**src/rtl/fifo_thr.sv**
```systemverilog
// fifo_thr: parametrised synchronous FIFO with run-time almost-full /
// almost-empty thresholds, exact occupancy count, per-side error pulses and
// pause/can_pop flow-control outputs. Producer and consumer share one clock.
//
// Optional feature macro: FIFO_FWFT_EN
//   undefined : registered read, rd_data/rd_valid update the edge a pop is
//               accepted; rd_data holds between pops.
//   defined   : first-word-fall-through, rd_data shows the head word
//               combinationally, rd_valid = !empty, rd_en consumes it.
//
// Parameters: DATA_W (word width), DEPTH (power of two, >= 2).
// Ports:
//   clk, reset            clock, synchronous active-high reset
//   wr_en, wr_data        push request / data
//   rd_en                 pop request (FWFT: acknowledge of displayed word)
//   af_thr, ae_thr        almost-full / almost-empty thresholds, 0..DEPTH
//   rd_data, rd_valid     read word and qualifier
//   count                 entries held, 0..DEPTH
//   full, empty           count==DEPTH / count==0
//   almost_full           count >= af_thr
//   almost_empty          count <= ae_thr
//   wr_error, rd_error    one-cycle pulse after a rejected push / pop
//   error                 wr_error | rd_error
//   pause                 full | almost_full
//   can_pop               !empty
module fifo_thr #(
    parameter int unsigned DATA_W = 6,
    parameter int unsigned DEPTH  = 8,
    localparam int unsigned AW    = $clog2(DEPTH)
) (
    input  logic              clk,
    input  logic              reset,
    input  logic              wr_en,
    input  logic [DATA_W-1:0] wr_data,
    input  logic              rd_en,
    input  logic [AW:0]       af_thr,
    input  logic [AW:0]       ae_thr,
    output logic [DATA_W-1:0] rd_data,
    output logic              rd_valid,
    output logic [AW:0]       count,
    output logic              full,
    output logic              empty,
    output logic              almost_full,
    output logic              almost_empty,
    output logic              wr_error,
    output logic              rd_error,
    output logic              error,
    output logic              pause,
    output logic              can_pop
);

    localparam logic [AW:0] DEPTH_C = (AW+1)'(DEPTH);

    logic [DATA_W-1:0] mem [DEPTH];

    logic [AW:0] wr_ptr_q, wr_ptr_d;
    logic [AW:0] rd_ptr_q, rd_ptr_d;
    logic [AW:0] count_q,  count_d;
    logic        full_q,   full_d;
    logic        empty_q,  empty_d;
    logic        af_q,     af_d;
    logic        ae_q,     ae_d;
    logic        wr_err_q, wr_err_d;
    logic        rd_err_q, rd_err_d;
    logic        push_acc;
    logic        pop_acc;

    // Accept decisions use the registered flags, so a push into a full FIFO
    // is rejected even when a pop frees a slot in the same cycle.
    always_comb begin
        push_acc = wr_en && !full_q;
        pop_acc  = rd_en && !empty_q;
        wr_ptr_d = wr_ptr_q + {{AW{1'b0}}, push_acc};
        rd_ptr_d = rd_ptr_q + {{AW{1'b0}}, pop_acc};
        // Pointers carry a wrap bit, so the modulo-2*DEPTH difference is the
        // exact occupancy, including the full case.
        count_d  = wr_ptr_d - rd_ptr_d;
        full_d   = (count_d == DEPTH_C);
        empty_d  = (count_d == '0);
        af_d     = (count_d >= af_thr);
        ae_d     = (count_d <= ae_thr);
        wr_err_d = wr_en && full_q;
        rd_err_d = rd_en && empty_q;
    end

    always_ff @(posedge clk) begin
        if (reset) begin
            wr_ptr_q <= '0;
            rd_ptr_q <= '0;
            count_q  <= '0;
            full_q   <= 1'b0;
            empty_q  <= 1'b1;
            af_q     <= 1'b0;
            ae_q     <= 1'b1;
            wr_err_q <= 1'b0;
            rd_err_q <= 1'b0;
        end else begin
            wr_ptr_q <= wr_ptr_d;
            rd_ptr_q <= rd_ptr_d;
            count_q  <= count_d;
            full_q   <= full_d;
            empty_q  <= empty_d;
            af_q     <= af_d;
            ae_q     <= ae_d;
            wr_err_q <= wr_err_d;
            rd_err_q <= rd_err_d;
        end
    end

    // Storage is not reset; writes are blocked during the reset cycle.
    always_ff @(posedge clk) begin
        if (!reset && push_acc) begin
            mem[wr_ptr_q[AW-1:0]] <= wr_data;
        end
    end

`ifdef FIFO_FWFT_EN
    assign rd_data  = mem[rd_ptr_q[AW-1:0]];
    assign rd_valid = !empty_q;
`else
    logic [DATA_W-1:0] rd_data_q;
    logic              rd_valid_q;

    always_ff @(posedge clk) begin
        if (reset) begin
            rd_data_q  <= '0;
            rd_valid_q <= 1'b0;
        end else begin
            rd_valid_q <= pop_acc;
            if (pop_acc) begin
                rd_data_q <= mem[rd_ptr_q[AW-1:0]];
            end
        end
    end

    assign rd_data  = rd_data_q;
    assign rd_valid = rd_valid_q;
`endif

    assign count        = count_q;
    assign full         = full_q;
    assign empty        = empty_q;
    assign almost_full  = af_q;
    assign almost_empty = ae_q;
    assign wr_error     = wr_err_q;
    assign rd_error     = rd_err_q;
    assign error        = wr_err_q | rd_err_q;
    assign pause        = full_q | af_q;
    assign can_pop      = !empty_q;

endmodule

```
**config.mk**
```make
export PLATFORM = sky130hd
export DESIGN_NAME = fifo_thr
export DESIGN_NICKNAME = d
export VERILOG_FILES = /design/src/rtl/fifo_thr.sv
export SDC_FILE = /design/constraint.sdc
export NUM_CORES = 1
export LEC_CHECK = 0
export BUFFER_PORTS_ARGS = -buffer_cell sky130_fd_sc_hd__buf_2
export CORE_MARGIN = 8
export CORE_UTILIZATION = 52
export DETAILED_ROUTE_END_ITERATION = 10
export GPL_ROUTABILITY_DRIVEN = 0
export PLACE_DENSITY_LB_ADDON = 0.05
export SYNTH_ARGS = -nofsm -noshare
export SYNTH_HDL_FRONTEND = slang
export SYNTH_SLANG_ARGS = --single-unit
```
**constraint.sdc**
```tcl
create_clock -name clk -period 3.3 [get_ports clk]
set_input_delay 0.495 -clock clk [delete_from_list [all_inputs] [get_ports clk]]
set_output_delay 0.495 -clock clk [all_outputs]
set_load 0.03 [all_outputs]
```
==> out/metrics.cfg, run 1 <==
[power]
p_leak_uw = 0.00136
power.clock.fraction_pct = 25.5
power_density_nw_per_um2 = 747
total_power_uw = 2600
switching_share_pct = 32.5
ir_worst_vdd_mv = 0.390
p_sw_uw = 843
combPwrFrac_pct = 31.8
sequentialPowerShare_pct = 42.7
p_int_uw = 1750

[clocking]
holdBufCountCts = 0
clock_latency_ns = 0.34
cts_buffers = 9
cts_tree = done
cts_root_buf = clkbuf_8
clk_path_buf_depth = 2
htree_levels = 3
post_cts_resize_count = 0
cts_setup_buffers = 0
clock_sinks = 73
clk_pin_slew_ns = 0.08

[synthesis]
yosysTopAreaCell = edfxtp_1
ys_warn_count = 0
synthMuxAreaShare_pct = 11.0
ys_seq_area_share_pct = 64.4
synth_area_per_cell_sq_um = 15.1
synth_fa_ha_area_share_pct = 6.85
synth-simple-area-share_pct = 7.88
yosysTopAreaCellShare_pct = 47.8
syn_area_sq_um = 3020
synth_compound_area_share_pct = 3.57
synth_xor_area_share_pct = 3.32
synthTopCellsByArea = edfxtp_1, dfxtp_1, mux4_2, ha_1, nor2_1
syn_inst = 200
synth_top_family_by_area = multiplexers
synth-seq-cells = 73
ys_types = 35
syn-num-nets = 233

[timing]
timing.final.crit_share_pct = 83.4
fin_skew_ns = 0.0108
rsz0062_at_grt = false
timing.setup.tns_ns = 0
hold_viol = 0
timing.fmax_ghz = 0.363
tightest_slew_ns = 0.654
fin_ws_ns = 0.548
slew_viol_final = 0
setup_viol = 0
post-route-min-period_ns = 2.75
relSlewSlack_pct = 56.2

[status]
outcome = finished, final reports clean

[global_routing]
grt_first_pass_wirelength_microns = 9290
overflow = 0
grt_max_degree = 27
grt_pass1_vias = 1841
antenna_found_initial = 0
gr-usage-all-layers_pct = 14.4

[min_path]
min_from = rd_en
hold_path.class = primary input to flip-flop
holdPathStages = 3
min_to = rd_error$_SDFF_PP0_

[cells_and_area]
mostFrequentLayoutCells = edfxtp_1, buf_2, nor2_1, dfxtp_1
layout_commonest_cell = edfxtp_1
layoutNonFillerInstCount = 323
fin_nets = 279
area_growth_pct = 15.3
final_util_pct = 62.8
diodes = 0
final_layout_size_suffix_gt1_share_pct = 31.5

[placed_design]
dp_hpwl_microns = 4020
port_buffers = 37
pre_cts_slack_ns = 0.299
dp_cells = 307

[route]
ant_nets = 0
via_per_inst = 5.23
drc = 0
num_vias = 1688
avgRoutedWirePerCell_microns = 16.8
routed_wl_microns = 5430
drtIter0Drc = 142
drtPass1Iterations = 4

[die]
io_pins = 38
core_sq_um = 5540
dieHeight_microns = 92.2
start_util_pct = 54.4
dieArea_sq_um = 8490
num_rows = 27
die_x_microns = 92.2

[setup_path]
rr_worst_depth = 12
startpoint_type = flip-flop
reg2reg_from = full$_SDFF_PP0_
rrSetupSlack_ns = 0.55
crit_arrival_ns = 3.01
critPathKind = flip-flop to flip-flop
worstSetupEndpointType = flip-flop
required_ns = 3.56
reg2reg_to = almost_empty$_SDFF_PP1_
critical_path.max_fanout = 4

[job]
drv_cap = 0

[flip-flops by register name (all words and copies together) (netlist names)]
name / count
mem: 48
rd_data: 6
count: 4
rd_ptr_q: 4
wr_ptr_q: 4
almost_empty: 1
almost_full: 1
empty: 1
full: 1
rd_error: 1
rd_valid: 1
wr_error: 1
[Yosys cell counts, drive strengths merged]
cell type   n
clkbuf      4
or2         2
fa          1
and3        1
edfxtp     48
nor2b       5
nand2b      3
ha         14
a211oi      6
mux4       12
buf         3
dfxtp      25
or3         1
nand3       2
xor2        6
o21ai       1
and2        1
mux2i       6
inv        14
o21a        2
nor3        2
a21oi       2
maj3        1
a21o        3
or2b        1
xnor2       2
nor2       26
nand2       5
a41oi       1
[per-stage QoR]
stage | hold WS [ns] | instance area, sq um
floorplan | 0.531 | 3020
global placement | 0.446 | 3290
detailed placement | 0.456 | 3290
CTS | 0.374 | 3480
global route | 0.375 | 3480
finish | 0.383 | 3480
[area by class of cell]
class / instances / area (sq um)
Fill cell: 449 / 2060
Clock inverter: 5 / 56.3
Tap cell: 72 / 90.1
Clock buffer: 11 / 131
Sequential cell: 73 / 1940
Inverter: 14 / 52.6
Multi-Input combinational cell: 106 / 982
Timing Repair Buffer: 42 / 223
[critical path, cell delays in order (launching register included)]
cell	delay, ns
dfxtp_1	0.35
nand2b_1	0.17
inv_1	0.06
ha_1	0.20
ha_1	0.31
inv_1	0.07
fa_1	0.54
inv_1	0.07
ha_1	0.29
nor2b_1	0.15
o21a_1	0.16
o21a_1	0.16
o21ai_0	0.13
[per-layer routing]
layer / routed length, microns / global-route usage (%) / part of all wire, % / up-vias
met5: 0 / 0 / 0 / -
met4: 119 / 7.65 / 2.2 / 0
met3: 437 / 4.73 / 8.1 / 15
met2: 2610 / 23.4 / 48 / 60
met1: 2260 / 16.6 / 42 / 801
li1: - / - / - / 812
[worst max-delay path by stage]
stage                          from                      end  slack, ns  cells past startpoint
floorplan                     rd_en   almost_full$_SDFF_PP0_       0.26                     12
global placement              wr_en   almost_full$_SDFF_PP0_       0.35                     13
detailed placement            rd_en  almost_empty$_SDFF_PP1_       0.30                     12
CTS                 full$_SDFF_PP0_  almost_empty$_SDFF_PP1_       0.53                     12
global route        full$_SDFF_PP0_  almost_empty$_SDFF_PP1_       0.30                     12
finish              full$_SDFF_PP0_  almost_empty$_SDFF_PP1_       0.55                     12
[kinds of logic after synthesis]
logic type / after synthesis
compound gates: 15
xor+xnor: 8
fa+ha+maj: 16
buf+inv: 21
flops: 73
mux: 18
simple gates: 49
[power groups by stage]
| stage | logic (uW) | clock network [uW] | registers, uW |
|---|---|---|---|
| after floorplan | 488 | 0 | 1250 |
| after global placement | 810 | 0 | 1120 |
| after detailed placement | 839 | 0 | 1130 |
| after CTS | 842 | 677 | 1110 |
| after global routing | 927 | 724 | 1120 |
| final | 827 | 662 | 1110 |
Note: power is estimated with default switching activity, not from simulation.
==> run 2, diff against run 1 <==
--- a/config.mk
+++ b/config.mk
@@ -5,6 +5,7 @@
 export SDC_FILE = /design/constraint.sdc
 export NUM_CORES = 1
 export LEC_CHECK = 0
+export ABC_AREA = 1
 export BUFFER_PORTS_ARGS = -buffer_cell sky130_fd_sc_hd__buf_2
 export CORE_MARGIN = 8
 export CORE_UTILIZATION = 52
==> constraint.sdc (replaced) <==
create_clock -name clk -period 2.3 [get_ports clk]
set_input_delay 0.345 -clock clk [delete_from_list [all_inputs] [get_ports clk]]
set_output_delay 0.345 -clock clk [all_outputs]
set_load 0.03 [all_outputs]
==> run 2 against run 1 <==
Compared with the run above:
- the run now ends with negative setup slack left
- non-clock buffer count up 26
- setup slack got worse by 0.56 ns
- final cell count increased by 43%
- critical path depth unchanged
- fmax is 19% higher
- global-route usage grew 0.97 points
- design area rose by 16%
- sequential power up 45%
- flip-flop and latch count unchanged
- hold slack worse by 0.15 ns
- largest cell class unchanged
==> out/metrics.cfg, run 2 <==
[status]
outcome = finished with violations
violations = negative setup slack

[setup_path]
cpMaxStageDelayCell = fa_2
worstSetupEndpointType = flip-flop
required_ns = 2.53  ; -1.03 ns
worstPathCellList = nor2_4 -> ha_4 -> ha_4 -> fa_2 -> inv_2 -> buf_6 -> ha_4 -> inv_2 -> nor2_1 -> o211ai_1 -> nand2_1 -> nand3_1
crit_family = adder cells
critPathKind = flip-flop to flip-flop
cp_num_buf_inv = 3  ; unchanged
startpoint_type = flip-flop
crit_arrival_ns = 2.54  ; -0.47 ns
cp_common_cell = ha_4
critical_path.max_fanout = 3  ; -1
slowest_delay_ns = 0.56  ; +0.02 ns

[cells_and_area]
design_area_sq_um = 4020  ; +16%
final_layout_size_suffix_gt1_share_pct = 31.9  ; +0.39 points
fillers = 484  ; +7.8%
area_growth_pct = 25.5
final_util_pct = 67.5  ; +4.8 points
largest_reg_flops = 48  ; unchanged
diodes = 0  ; unchanged
mostFrequentLayoutCells = inv_1, edfxtp_1, buf_2
layout_commonest_cell = inv_1
fin_nets = 414  ; +48%

[synthesis]
synth_area_per_cell_sq_um = 10.2  ; -32%
synth-seq-cells = 73  ; unchanged
synth_ff_type = edfxtp_1
syn-num-nets = 347  ; +49%
ys_warn_count = 0  ; unchanged
yosysMostFrequentCell = inv_1
syn_inst = 314  ; +57%
yosysTopAreaCell = edfxtp_1
yosysTopAreaCellShare_pct = 45.0  ; -2.8 points
synthTopCellsByArea = edfxtp_1, dfxtp_1, inv_1, ha_1, a21oi_1
ys_types = 26  ; -26%
synthArstFlopShare_pct = 0  ; unchanged
syn_area_sq_um = 3200  ; +6.3%
synth-edff-count = 48  ; unchanged
ys_seq_area_share_pct = 60.6  ; -3.8 points
synth_commonest_cells = inv_1, edfxtp_1, nand2_1

[die]
dieHeight_microns = 94.5  ; +2.6%
num_rows = 28  ; +3.7%
core_sq_um = 5960  ; +7.5%
die_x_microns = 94.5  ; +2.6%
dieArea_sq_um = 8930  ; +5.2%
io_pins = 38  ; unchanged
start_util_pct = 53.8  ; -0.62 points

[global_routing]
antenna_found_initial = 0  ; unchanged
overflow = 0  ; unchanged
grt_max_degree = 49  ; +81%
grt_pass1_vias = 2116  ; +15%
grt_first_pass_wirelength_microns = 10200  ; +10%
gr-usage-all-layers_pct = 15.4  ; +0.97 points

[power]
power_density_nw_per_um2 = 1080  ; +44%
combPwrFrac_pct = 40.1  ; +8.3 points
power.clock.fraction_pct = 22.8  ; -2.7 points
sequentialPowerShare_pct = 37.1  ; -5.6 points
p_sw_uw = 1550  ; +84%
switching_share_pct = 35.8  ; +3.3 points
p_leak_uw = 0.00173  ; +27%
total_power_uw = 4330  ; +67%
p_int_uw = 2780  ; +58%
ir_worst_vdd_mv = 0.848  ; +120%

[route]
via_per_inst = 4.87  ; -6.9%
drtIter0Drc = 93  ; -35%
num_vias = 2243  ; +33%
avgRoutedWirePerCell_microns = 14.0  ; -16%
drc = 0  ; unchanged
routed_wl_microns = 6470  ; +19%
ant_nets = 0  ; unchanged
drtPass1Iterations = 4  ; unchanged

[timing]
timing.final.crit_share_pct = 101  ; +17 points
timing.fmax_ghz = 0.432  ; +19%
fin_ws_ns = -0.0147  ; -0.562 ns
tightest_slew_ns = 0.424  ; -0.230 ns
slew_viol_final = 0  ; unchanged
post-route-min-period_ns = 2.31  ; -0.438 ns
rsz0062_at_grt = true
setup_viol = 1  ; +1
relSlewSlack_pct = 71.7  ; +15 points
hold_viol = 0  ; unchanged
fin_skew_ns = 0.00999  ; -0.000844 ns

[clocking]
cts_tree = done
htree_levels = 3  ; unchanged
holdBufCountCts = 0  ; unchanged
clk_path_buf_depth = 2  ; unchanged
cts_root_buf = clkbuf_8
clk_pin_slew_ns = 0.08  ; about the same
cts_buffers = 9  ; unchanged
clock_latency_ns = 0.35  ; about the same
clock_sinks = 73  ; unchanged

[job]
drv_cap = 0  ; unchanged

[placed_design]
placed_cell_area_sq_um = 3690  ; +12%
dp_hpwl_microns = 4470  ; +11%
pre_cts_slack_ns = -0.282  ; -0.581 ns
port_buffers = 37  ; unchanged

[min_path]
hold_path.class = primary input to flip-flop

## run 2: path summary, 6_finish.rpt
path         slack, ns                     from  cells after the start                       to
max              -0.01         empty$_SDFF_PP1_                     12  almost_empty$_SDFF_PP1_
min               0.23                    wr_en                      3      wr_error$_SDFF_PP0_
max reg2reg      -0.01         empty$_SDFF_PP1_                     12  almost_empty$_SDFF_PP1_
min reg2reg       0.54  rd_data[2]$_SDFFE_PP0N_                      2  rd_data[2]$_SDFFE_PP0N_
## run 2: kinds of logic after synthesis
family	share of synthesized area (%)
simple gates	11.9
flops	60.6
buf+inv	9.41
compound gates	11.4
fa+ha+maj	6.09
xor+xnor	0.547
## run 2: through the flow
| stage | TNS (ns) | hold WS, ns | std cells |
|---|---|---|---|
| 5_1_grt | -0.314 | 0.214 | 461 |
| 4_1_cts | -0.0742 | 0.216 | 460 |
| 3_5_place_dp | -0.576 | 0.522 | 439 |
| 2_1_floorplan | -0.144 | 0.444 | 314 |
| 6_report | -0.0147 | 0.230 | 461 |
| 3_3_place_gp | -0.562 | 0.518 | 439 |
## run 2: area by class of cell
cell class,count,area [sq um],area share [%]
multi-input combinational,171,1140,28.4
sequential,73,1950,48.5
timing repair buffer,68,422,10.5
clock inverter,6,67.6,1.68
clock buffer,10,128,3.17
tap,75,93.8,2.33
inverter,58,220,5.48
## run 2: what timing repair did
| item | CTS | global route |
|---|---|---|
| pin swaps | 16 | 12 |
| resized for setup | 14 | 3 |
| setup endpoints to repair | 2 | 2 |
| setup buffers | 5 | 1 |
## run 2: routing by layer
layer  GRT usage [%]  vias to the layer above  wire (microns)
li1                -                     1180               -
met5               0                        -               0
met3            3.33                       12             253
met2            22.5                       39            2840
met1            20.5                     1012            3230
met4            8.97                        0             153
## run 2: worst reg2reg max path: stages (launching register included)
cell and delay [ns]:
dfxtp_4 0.35, nor2_4 0.14, ha_4 0.24, ha_4 0.16, fa_2 0.56, inv_2 0.06, buf_6 0.12, ha_4 0.26
inv_2 0.03, nor2_1 0.09, o211ai_1 0.08, nand2_1 0.08, nand3_1 0.06
## run 2: power by group through the flow
stage                     logic, uW  registers (uW)  clock network, uW
final                          1730            1610                988
after CTS                      1710            1610               1000
after floorplan                 903            1810                  0
after global routing           1940            1620               1060
after detailed placement       1560            1630                  0
after global placement         1550            1630                  0
==> run 3, diff against run 2 <==
--- a/config.mk
+++ b/config.mk
@@ -12,6 +12,8 @@
 export DETAILED_ROUTE_END_ITERATION = 10
 export GPL_ROUTABILITY_DRIVEN = 0
 export PLACE_DENSITY_LB_ADDON = 0.05
+export REMOVE_ABC_BUFFERS = 1
 export SYNTH_ARGS = -nofsm -noshare
 export SYNTH_HDL_FRONTEND = slang
 export SYNTH_SLANG_ARGS = --single-unit
+export TNS_END_PERCENT = 5
==> constraint.sdc (replaced) <==
create_clock -name clk -period 3 [get_ports clk]
set_input_delay 0.45 -clock clk [delete_from_list [all_inputs] [get_ports clk]]
set_output_delay 0.45 -clock clk [all_outputs]
set_load 0.03 [all_outputs]
==> run 3 against run 2 <==
Compared with the run above:
- the run now ends clean
- clock skew is 0.0050 ns lower
- routed wire length barely moved
- via count fell by 2.3%
- first-iteration DRC count increased by 52%
- non-clock buffer count is 21 lower
- sequential share of layout area increased by 4.3 points
- sequential power is 24% lower
- global-route usage is essentially flat
- largest cell class unchanged
==> out/metrics.cfg, run 3 (same netlist as run 2, synthesis figures left out) <==
[cells_and_area]
final_layout_size_suffix_gt1_share_pct = 20.0  ; -12 points
area_growth_pct = 14.8
fin_nets = 393  ; -5.1%
largest_reg_flops = 48  ; unchanged
final_util_pct = 61.8  ; -5.8 points
layout_commonest_cell = inv_1
design_area_sq_um = 3680  ; -8.5%
mostFrequentLayoutCells = inv_1, edfxtp_1, buf_2
diodes = 0  ; unchanged
fillers = 536  ; +11%

[setup_path]
worstPathCellList = nor2_1 -> ha_1 -> ha_1 -> fa_1 -> inv_1 -> ha_1 -> inv_1 -> a21oi_1 -> o21ai_0 -> nand2_1 -> o21bai_1 -> inv_1 -> nand2_1 -> inv_1
slowest_delay_ns = 0.54  ; -0.02 ns
startpoint_type = flip-flop
crit_family = adder cells
crit_arrival_ns = 2.93  ; +0.39 ns
cp_common_cell = inv_1
worstSetupEndpointType = flip-flop
critical_path.max_fanout = 4  ; +1
rr_worst_depth = 14  ; +2
reg2reg_to = almost_full$_SDFF_PP0_
cpMaxStageDelayCell = fa_1
critPathKind = flip-flop to flip-flop
reg2reg_from = empty$_SDFF_PP1_
rrSetupSlack_ns = 0.31  ; +0.33 ns
cp_num_buf_inv = 4  ; +1
required_ns = 3.24  ; +0.71 ns

[placed_design]
port_buffers = 37  ; unchanged
dp_hpwl_microns = 4530  ; +1.3%
pre_cts_slack_ns = 0.133  ; +0.415 ns
placed_cell_area_sq_um = 3470  ; -5.9%

[die]
core_sq_um = 5960  ; unchanged
dieArea_sq_um = 8930  ; unchanged
die_x_microns = 94.5  ; unchanged
num_rows = 28  ; unchanged
dieHeight_microns = 94.5  ; unchanged
io_pins = 38  ; unchanged
start_util_pct = 53.8  ; unchanged

[global_routing]
grt_first_pass_wirelength_microns = 10300  ; +0.41%
antenna_found_initial = 0  ; unchanged
gr-usage-met1_pct = 19.4  ; -1.1 points
gr-usage-all-layers_pct = 15.4  ; +0.030 points
grtUsageMet3_pct = 5.08  ; +1.7 points
use_met2_pct = 24.3  ; +1.8 points
busiest_layer = met2
grt_pass1_vias = 2129  ; +0.61%
overflow = 0  ; unchanged
grt_max_degree = 49  ; unchanged

[route]
drtIter0Drc = 141  ; +52%
via_per_inst = 4.98  ; +2.4%
routed_wl_microns = 6470  ; about the same
drtPass1Iterations = 4  ; unchanged
ant_nets = 0  ; unchanged
num_vias = 2192  ; -2.3%
avgRoutedWirePerCell_microns = 14.7  ; +4.8%
drc = 0  ; unchanged

[clocking]
cts_setup_buffers = 0  ; -5
clock_latency_ns = 0.33  ; -0.02 ns
clk_pin_slew_ns = 0.07  ; about the same
clk_path_buf_depth = 2  ; unchanged
cts_tree = done
clock_sinks = 73  ; unchanged
cts_buffers = 9  ; unchanged
post_cts_resize_count = 0  ; -14
cts_root_buf = clkbuf_8
htree_levels = 3  ; unchanged
holdBufCountCts = 0  ; unchanged

[timing]
fin_ws_ns = 0.312  ; +0.326 ns
setup_viol = 0  ; -1
slew_viol_final = 0  ; unchanged
timing.fmax_ghz = 0.372  ; -14%
fin_skew_ns = 0.00504  ; -0.00496 ns
relSlewSlack_pct = 51.6  ; -20 points
holdWs_ns = 0.358  ; +0.129 ns
tightest_slew_ns = 0.723  ; +0.299 ns
hold_viol = 0  ; unchanged
timing.final.crit_share_pct = 89.6  ; -11 points
rsz0062_at_grt = false
post-route-min-period_ns = 2.69  ; +0.374 ns

[power]
power_density_nw_per_um2 = 820  ; -24%
total_power_uw = 3020  ; -30%
ir_worst_vdd_mv = 0.615  ; -28%
p_leak_uw = 0.00165  ; -5.0%

[min_path]
holdPathStages = 3  ; unchanged
hold_path.class = primary input to flip-flop
min_to = wr_error$_SDFF_PP0_
min_from = wr_en

[job]
drv_cap = 0  ; unchanged

[status]
outcome = finished, final reports clean

-- run 3: metal layers --
metal | routed length [microns] | up-vias
met2 | 3040 | 37
met4 | 76 | 0
met3 | 352 | 7
met5 | 0 | -
li1 | - | 1130
met1 | 3000 | 1018
-- run 3: worst min-delay path: stages --
cell and delay [ns]:
buf_2 0.10, nand2_1 0.06, nor2_1 0.04
-- run 3: how the worst max path moves through the flow --
stage,startpoint,to,slack (ns),cells past startpoint
6_report,empty$_SDFF_PP1_,almost_full$_SDFF_PP0_,0.31,14
5_1_grt,full$_SDFF_PP0_,almost_full$_SDFF_PP0_,0.04,15
4_1_cts,empty$_SDFF_PP1_,almost_full$_SDFF_PP0_,0.29,14
3_5_place_dp,rd_en,almost_full$_SDFF_PP0_,0.13,16
3_3_place_gp,wr_en,almost_full$_SDFF_PP0_,0.18,16
2_1_floorplan,rd_ptr_q[0]$_SDFF_PP0_,almost_full$_SDFF_PP0_,-0.03,13
-- run 3: stage by stage --
step                std cells  TNS (ns)
global placement          424         0
CTS                       440         0
floorplan                 302   -0.0286
finish                    440         0
global route              440         0
detailed placement        424         0
-- run 3: cell type report --
cell class	count	area (sq um)	area share (%)
Sequential cell	73	1940	52.8
Timing Repair Buffer	47	260	7.07
Clock inverter	3	40.0	1.09
Multi-Input combinational cell	171	961	26.1
Clock buffer	13	164	4.46
Tap cell	75	93.8	2.55
Inverter	58	218	5.92
-- run 3: power by group --
group | switching, uW | internal [uW] | total [uW]
logic | 668 | 349 | 1020
registers | 45.0 | 1170 | 1220
clock network | 340 | 442 | 782
total | 1050 | 1960 | 3020
